<file path="config.mk">
export PLATFORM = sky130hd
export DESIGN_NAME = fetch_queue_flat
export DESIGN_NICKNAME = d
export VERILOG_FILES = /design/src/rtl/fetch_queue_if.sv /design/src/rtl/fetch_queue.sv /design/src/flat_wrapper.sv
export SDC_FILE = /design/constraint.sdc
export NUM_CORES = 1
export LEC_CHECK = 0
export BUFFER_PORTS_ARGS = -buffer_cell sky130_fd_sc_hd__buf_2
export CAP_MARGIN = 20
export CORE_UTILIZATION = 30
export CTS_CLUSTER_DIAMETER = 120
export DETAILED_ROUTE_END_ITERATION = 6
export HOLD_SLACK_MARGIN = 0.12
export PLACE_DENSITY = 0.51
export SYNTH_ARGS = -nofsm -noshare
export SYNTH_HDL_FRONTEND = slang
export SYNTH_SLANG_ARGS = --single-unit
</file>
<file path="constraint.sdc">
create_clock -name clk -period 3.4 [get_ports clk]
set_clock_uncertainty 0.15 [all_clocks]
set_input_delay 0.34 -clock clk [delete_from_list [all_inputs] [get_ports clk]]
set_output_delay 0.34 -clock clk [all_outputs]
set_load 0.05 [all_outputs]
</file>
<file path="src/rtl/fetch_queue_if.sv">
// Fetch-to-decode handshake bundle: fetch slot in, decode head out, plus backpressure status.
interface fetch_queue_if #(
    parameter int WIDTH = 31,
    parameter int PTRW  = 2
);
    logic             fetchValid;
    logic [WIDTH:0]   fetchPC;
    logic [WIDTH:0]   fetchInstr;
    logic             fetchRedirect;
    logic [WIDTH:0]   fetchPredPC;
    logic             decodeReady;
    logic             decodeValid;
    logic [WIDTH:0]   decodePC;
    logic [WIDTH:0]   decodeInstr;
    logic             decodeRedirect;
    logic [WIDTH:0]   decodePredPC;
    logic             queueFull;
    logic             almostFull;
    logic [PTRW:0]    count;

    modport master (
        output fetchValid, fetchPC, fetchInstr, fetchRedirect, fetchPredPC, decodeReady,
        input  decodeValid, decodePC, decodeInstr, decodeRedirect, decodePredPC,
               queueFull, almostFull, count
    );

    modport slave (
        input  fetchValid, fetchPC, fetchInstr, fetchRedirect, fetchPredPC, decodeReady,
        output decodeValid, decodePC, decodeInstr, decodeRedirect, decodePredPC,
               queueFull, almostFull, count
    );
endinterface

</file>
<file path="src/rtl/fetch_queue.sv">
// Circular-buffer FIFO decoupling fetch from decode; emptied by commit-stage flush.
module fetch_queue #(
    parameter int WIDTH = 31,
    parameter int DEPTH = 4,
    parameter int PTRW  = 2
) (
    input logic          clk,
    input logic          globalReset,
    input logic          flush,
    fetch_queue_if.slave bus
);
    typedef struct packed {
        logic [WIDTH:0] pc;
        logic [WIDTH:0] instr;
        logic           redirect;
        logic [WIDTH:0] predPC;
    } entryT;

    localparam logic [PTRW:0] FullCount = (PTRW+1)'(DEPTH);

    entryT           mem [DEPTH];
    entryT           head;
    logic [PTRW-1:0] rdPtr;
    logic [PTRW-1:0] wrPtr;
    logic [PTRW:0]   cnt;
    logic            isFull;
    logic            isEmpty;
    logic            push;
    logic            pop;

    // Status is derived from the registered count only, never from this cycle's handshakes.
    always_comb begin
        isFull  = (cnt == FullCount);
        isEmpty = (cnt == '0);
        push    = bus.fetchValid & ~isFull & ~flush;
        pop     = bus.decodeReady & ~isEmpty & ~flush;
        head    = isEmpty ? '0 : mem[rdPtr];
    end

    always_comb begin
        bus.decodeValid    = ~isEmpty;
        bus.decodePC       = head.pc;
        bus.decodeInstr    = head.instr;
        bus.decodeRedirect = head.redirect;
        bus.decodePredPC   = head.predPC;
        bus.queueFull      = isFull;
        bus.almostFull     = (cnt >= FullCount - 1'b1);
        bus.count          = cnt;
    end

    always_ff @(posedge clk) begin
        if (globalReset || flush) begin
            rdPtr <= '0;
            wrPtr <= '0;
            cnt   <= '0;
        end else begin
            if (push) wrPtr <= wrPtr + 1'b1;
            if (pop)  rdPtr <= rdPtr + 1'b1;
            case ({push, pop})
                2'b10:   cnt <= cnt + 1'b1;
                2'b01:   cnt <= cnt - 1'b1;
                default: cnt <= cnt;
            endcase
        end
    end

    always_ff @(posedge clk) begin
        if (push) begin
            mem[wrPtr] <= '{pc:       bus.fetchPC,
                            instr:    bus.fetchInstr,
                            redirect: bus.fetchRedirect,
                            predPC:   bus.fetchPredPC};
        end
    end
endmodule

</file>
<file path="src/flat_wrapper.sv">
// flat-port wrapper written by rule: the top's interface ports become plain ports
module fetch_queue_flat 
#(
    parameter int WIDTH = 31,
    parameter int DEPTH = 4,
    parameter int PTRW  = 2
)
  (clk, globalReset, flush, bus_fetchValid, bus_fetchPC, bus_fetchInstr, bus_fetchRedirect, bus_fetchPredPC, bus_decodeReady, bus_decodeValid, bus_decodePC, bus_decodeInstr, bus_decodeRedirect, bus_decodePredPC, bus_queueFull, bus_almostFull, bus_count);
  fetch_queue_if #(.WIDTH(WIDTH), .PTRW(PTRW)) bus_i ();
  input logic clk;
  input logic globalReset;
  input logic flush;
  input wire logic [$bits(bus_i.fetchValid)-1:0] bus_fetchValid;
  input wire logic [$bits(bus_i.fetchPC)-1:0] bus_fetchPC;
  input wire logic [$bits(bus_i.fetchInstr)-1:0] bus_fetchInstr;
  input wire logic [$bits(bus_i.fetchRedirect)-1:0] bus_fetchRedirect;
  input wire logic [$bits(bus_i.fetchPredPC)-1:0] bus_fetchPredPC;
  input wire logic [$bits(bus_i.decodeReady)-1:0] bus_decodeReady;
  output wire logic [$bits(bus_i.decodeValid)-1:0] bus_decodeValid;
  output wire logic [$bits(bus_i.decodePC)-1:0] bus_decodePC;
  output wire logic [$bits(bus_i.decodeInstr)-1:0] bus_decodeInstr;
  output wire logic [$bits(bus_i.decodeRedirect)-1:0] bus_decodeRedirect;
  output wire logic [$bits(bus_i.decodePredPC)-1:0] bus_decodePredPC;
  output wire logic [$bits(bus_i.queueFull)-1:0] bus_queueFull;
  output wire logic [$bits(bus_i.almostFull)-1:0] bus_almostFull;
  output wire logic [$bits(bus_i.count)-1:0] bus_count;
  assign bus_i.fetchValid = bus_fetchValid;
  assign bus_i.fetchPC = bus_fetchPC;
  assign bus_i.fetchInstr = bus_fetchInstr;
  assign bus_i.fetchRedirect = bus_fetchRedirect;
  assign bus_i.fetchPredPC = bus_fetchPredPC;
  assign bus_i.decodeReady = bus_decodeReady;
  assign bus_decodeValid = bus_i.decodeValid;
  assign bus_decodePC = bus_i.decodePC;
  assign bus_decodeInstr = bus_i.decodeInstr;
  assign bus_decodeRedirect = bus_i.decodeRedirect;
  assign bus_decodePredPC = bus_i.decodePredPC;
  assign bus_queueFull = bus_i.queueFull;
  assign bus_almostFull = bus_i.almostFull;
  assign bus_count = bus_i.count;
  fetch_queue #(.WIDTH(WIDTH), .DEPTH(DEPTH), .PTRW(PTRW)) u_core (.clk(clk), .globalReset(globalReset), .flush(flush), .bus(bus_i));
endmodule
</file>
[Yosys cells after proc, flatten, opt, wreduce, memory -nomap -nowiden]
Memory sizes are Yosys's and may differ from the RTL's. A register that Yosys moved wholly into a read port is not among the register bits.
Cells that the tools add are included.
Storage, ports and cells
  memory bits (writable): 388
  bits in registers: 7
  input port bits: 102
  logic and storage cells: 28
  memories: 1
Operators by class
  reductions and logical operators: 3
  muxes and demuxes: 6
  add/subtract/negate cells: 4
  magnitude comparators: 1
  bitwise gates (word level): 7
  equality and inequality tests: 3
Memories
  u_core.mem: depth 4, width 97, rd ports 1, clocked after Yosys merged registers in 1, write ports 1, line fetch_queue.sv:21  | entryT mem [DEPTH];
Operators with widths (number)
  $mux W97: 1
  $pmux W3 S2: 1
  $add A2 B1 Y2 const B: 2
  $and A1 B1 Y1: 4
  $mux W2: 2
  $add A3 B1 Y3 const B: 1
  $eq A3 B3 Y1 const B: 1
  $ge A3 B2 Y1 const B: 1
  $logic_not A3 Y1: 1
  $not A1 Y1: 3
  $sub A3 B1 Y3 const B: 1
  $eq A2 B1 Y1 const B: 1
  $eq A2 B2 Y1 const B: 1
  $mux W1: 2
  $reduce_bool A2 Y1: 1
  $logic_or A1 B1 Y1: 1

[Longest topological paths before layout]
  depth after elaboration: 6
  gate-level depth with buffers: 10

[Least setup slack after synthesis]
OpenSTA, ideal clock, no wires.
  path kind: flip-flop to flip-flop
  start: register u_core.cnt[0] (netlist: u_core.bus.count[0])
  end: memory u_core.mem[0][0] in the netlist's numbering, enable pin
  required time: 2783 ps
  arrival time: 3815 ps
  buffers on the path: 0
  library setup time: 467 ps
  clock period less this slack: 4432 ps
  stages on the path, launching flop included: 5
  slack: -1032 ps
  cell sequence: dfxtp_1 -> or3b_2 -> inv_1 -> nor3_1 -> and2_1
On the way
  word-level cells in the longest chain between the ends: 6
Ends and longest elaborated chain
  start: declaration: line fetch_queue.sv:25  | logic [PTRW:0] cnt;
  start signal: assignment: line fetch_queue.sv:60  | 2'b10: cnt <= cnt + 1'b1;
  start signal: assignment: line fetch_queue.sv:61  | 2'b01: cnt <= cnt - 1'b1;
  start signal: assignment: line fetch_queue.sv:62  | default: cnt <= cnt;
  $eq A3 B3 Y1: line fetch_queue.sv:33  | isFull = (cnt == FullCount);
  via bus_queueFull: line flat_wrapper.sv:24  | output wire logic [$bits(bus_i.queueFull)-1:0] bus_queueFull;
  $not A1 Y1: line fetch_queue.sv:35  | push = bus.fetchValid & ~isFull & ~flush;
  $and A1 B1 Y1 (2 in a row): line fetch_queue.sv:35
  $mux W1: line fetch_queue.sv:68  | if (push) begin
  $mux W1 (not written as such): line fetch_queue.sv:69  | mem[wrPtr] <= '{pc: bus.fetchPC,
  end: declaration: line fetch_queue.sv:21
The timed path passes the listed nets, and every way through them passes these cells.

==> flow_metrics.env <==
export IMPL_outcome="finished, final reports clean"
export IMPL_critPathMaxFanout=41
export IMPL_min_path_type="in2reg"
export IMPL_drc=0
export IMPL_wl_per_cell_um=19.15
export IMPL_maxCapViolCount=0
export IMPL_areaGrowthSynthToFinish_pct=28.11
export IMPL_coreArea_mm2=0.04936
export IMPL_synth_top_area_share_pct=77.05
export IMPL_clock_sinks=397
export IMPL_path_cells="buf_12 -> mux4_2 -> and2_1 -> buf_2"
export IMPL_cp_data_required_time_ns=2.91
export IMPL_hold_ws_ns=0.3100
export IMPL_totalWireLength_um=32530
export IMPL_viasPerCell=4.455
export IMPL_first_pass_iters=4
export IMPL_path_class="reg2out"
export IMPL_relSlewSlack_pct=61.98
export IMPL_postSynth_asyncResetShare_pct=0
export IMPL_place_ws_ns=0.7667
export IMPL_start_util_pct=30.64
export IMPL_drive_gt1_share_pct=36.59
export IMPL_max_stage_delay_ns=0.61
export IMPL_portBuffers=204
export IMPL_yosysSeqAreaShare_pct=78.25
export IMPL_setup_viol=0
export IMPL_gp_congestion=0.6858
export IMPL_reg2reg_to="u_core.bus.count[2]$_SDFFE_PP0P_"
export IMPL_synth_largest_area_cell="edfxtp_1"
export IMPL_timing_final_crit_share_pct=81.94
export IMPL_num_rows=81
export IMPL_cts_tree="yes"
export IMPL_crit_end="bus_decodeInstr[22]"
export IMPL_boundaryPins=205
export IMPL_syn_nets=779
export IMPL_worstPathArrival_ns=2.30
export IMPL_cts_path_max_buffers=3
export IMPL_tns_ns=0
export IMPL_hold_viol=0
export IMPL_grtUsageTotal_pct=12.93
export IMPL_cp_start_kind="register"
export IMPL_reg2reg_slack_ns=0.73
export IMPL_drtAntennaViolNets=0
export IMPL_hpwl_um=18370
export IMPL_die_x_um=226.5
export IMPL_ys_top_cells_by_count="388 x edfxtp_1, 101 x and2_1, 97 x mux4_2"
export IMPL_crit_slowest_cell="mux4_2"
export IMPL_worst_pin_slew_ns=0.5660
export IMPL_finalPower_w=0.01032
export IMPL_yosysWarnings=0
export IMPL_worst_slack_ns=0.6142
export IMPL_grt_pass1_vias=8239
export IMPL_cts_root_buf="clkbuf_16"
export IMPL_synth_most_common_cell="edfxtp_1"
export IMPL_synth_area_mm2=0.01512
export IMPL_grt_max_degree=54
export IMPL_reg2regPathDepth=10
export IMPL_gr_total_overflow=0
export IMPL_dominantRegCellSynth="edfxtp_1"
export IMPL_numCtsBuffers=43
export IMPL_synth_edf_count=388
export IMPL_power_density_mw_per_mm2=532.9
export IMPL_syn_area_per_cell_um2=22.53
export IMPL_vias=7569
export IMPL_grt_first_pass_wirelength_um=49180
export IMPL_r2r_start="u_core.bus.count[2]$_SDFFE_PP0P_"
export IMPL_antenna_found_initial=5
export IMPL_cts_resized=0
export IMPL_syn_inst=671
export IMPL_vdd_drop_max_mv=0.2778
export IMPL_htreeDepth=2
export IMPL_drt_iter0_markers=344
export IMPL_synth_area_top_cells="edfxtp_1 77%, mux4_2 14%, and2_1 4.2%"
export IMPL_maxSlewViolCount=0
export IMPL_nets=1111
export IMPL_clock_latency_ns=0.56
export IMPL_end_kind="output pin"
export IMPL_clock_fmax_mhz=359.0
export IMPL_cellLeakagePower_nw=6.635
export IMPL_die_area_mm2=0.05130
export IMPL_clkSlewWorstSetupHoldPaths_ns=0.06
export IMPL_rsz0062_at_grt="false"
export IMPL_ys_types=23
export IMPL_layout_min_cycle_time_ns=2.786
export IMPL_ys_ff_latch=397
export IMPL_die_y_um=226.5
-- worst max-delay path, delay by kind of cell (launching register included) --
family,cells,cell delay (ns)
buffers and inverters,2,0.47
AND/OR/NAND/NOR,1,0.18
multiplexers,1,0.61
flip-flops,1,0.37
-- through the flow --
stage	area (µm²)	instances	util, %
after detailed placement	17070	1520	34.59
after global routing	19370	1697	39.24
after floorplan	15130	671	-
after global placement	17070	1520	34.59
final	19370	1699	39.25
after CTS	19370	1697	39.24
-- repair_timing --
| action | in CTS | in global routing |
|---|---|---|
| hold buffers | 102 | 0 |
| endpoints found under the hold margin | 397 | 0 |
| setup buffers | 0 | 0 |
-- worst min path at each step --
stage                            startpoint                          endpoint  slack, ns  cells past startpoint
2_1_floorplan            bus_fetchPredPC[0]        u_core.mem[0][0]$_DFFE_PP_       0.29                      0
3_3_place_gp   u_core.rdPtr[1]$_SDFFE_PP0P_                          register       0.36                      2
3_5_place_dp   u_core.rdPtr[1]$_SDFFE_PP0P_                          register       0.37                      2
4_1_cts                               flush  u_core.bus.count[1]$_SDFFE_PP0P_       0.26                      5
5_1_grt                  bus_fetchPredPC[5]        u_core.mem[2][5]$_DFFE_PP_       0.36                      2
6_report                              flush  u_core.bus.count[1]$_SDFFE_PP0P_       0.31                      5
-- registers in the layout, indices dropped and copies added (netlist names), named ones only --
name / cells
u_core.wrPtr: 2
u_core.mem: 388
u_core.rdPtr: 2
u_core.bus.count: 3
-- report_power, final --
| group | leakage, nW | internal, W | total [W] | switching [W] |
|---|---|---|---|---|
| registers | 3.60 | 0.00545 | 0.00547 | 0.0000171 |
| clock network | 0.622 | 0.00244 | 0.00426 | 0.00182 |
| logic | 2.41 | 0.000242 | 0.000589 | 0.000347 |
-- final cells by class --
cell class,instances,area [µm²]
antenna,2,5.005
fill,4543,29990
timing repair buffer,321,2317
tap,664,830.8
multi-input combinational,232,3077
clock buffer,54,1139
sequential,397,11840
inverter,8,30.03
clock inverter,21,133.9
-- routing by layer --
layer / part of all wire [%] / wire length (µm) / global-route usage (%)
met1: 45 / 14580 / 17.17
met2: 47 / 15280 / 20.68
met3: 6.0 / 1967 / 3.680
met4: 2.1 / 671 / 3.575
met5: 0.083 / 27 / 0
-- layout by cell type, fill, tap and decap left out, types with 5 or more instances in the layout --
cell,n
and2_1,97
buf_12,13
buf_2,204
clkbuf_1,10
clkbuf_16,44
clkinv_1,12
clkinv_2,5
dfxtp_1,7
dlygate4sd3_1,102
edfxtp_1,388
ha_1,5
inv_1,8
mux4_2,97
nor2_1,7
-- cells by family after synthesis --
| family | count (synthesis) | share of synthesized area, % |
|---|---|---|
| AO/OA/AOI/OAI | 10 | 0.3889 |
| XOR/XNOR | 4 | 0.2317 |
| adder cells (fa/ha/maj) | 6 | 0.5461 |
| buffers and inverters | 42 | 1.506 |
| flip-flops | 397 | 78.25 |
| multiplexers | 97 | 14.45 |
| AND/OR/NAND/NOR | 115 | 4.634 |
(Power assumes the default switching activity.)
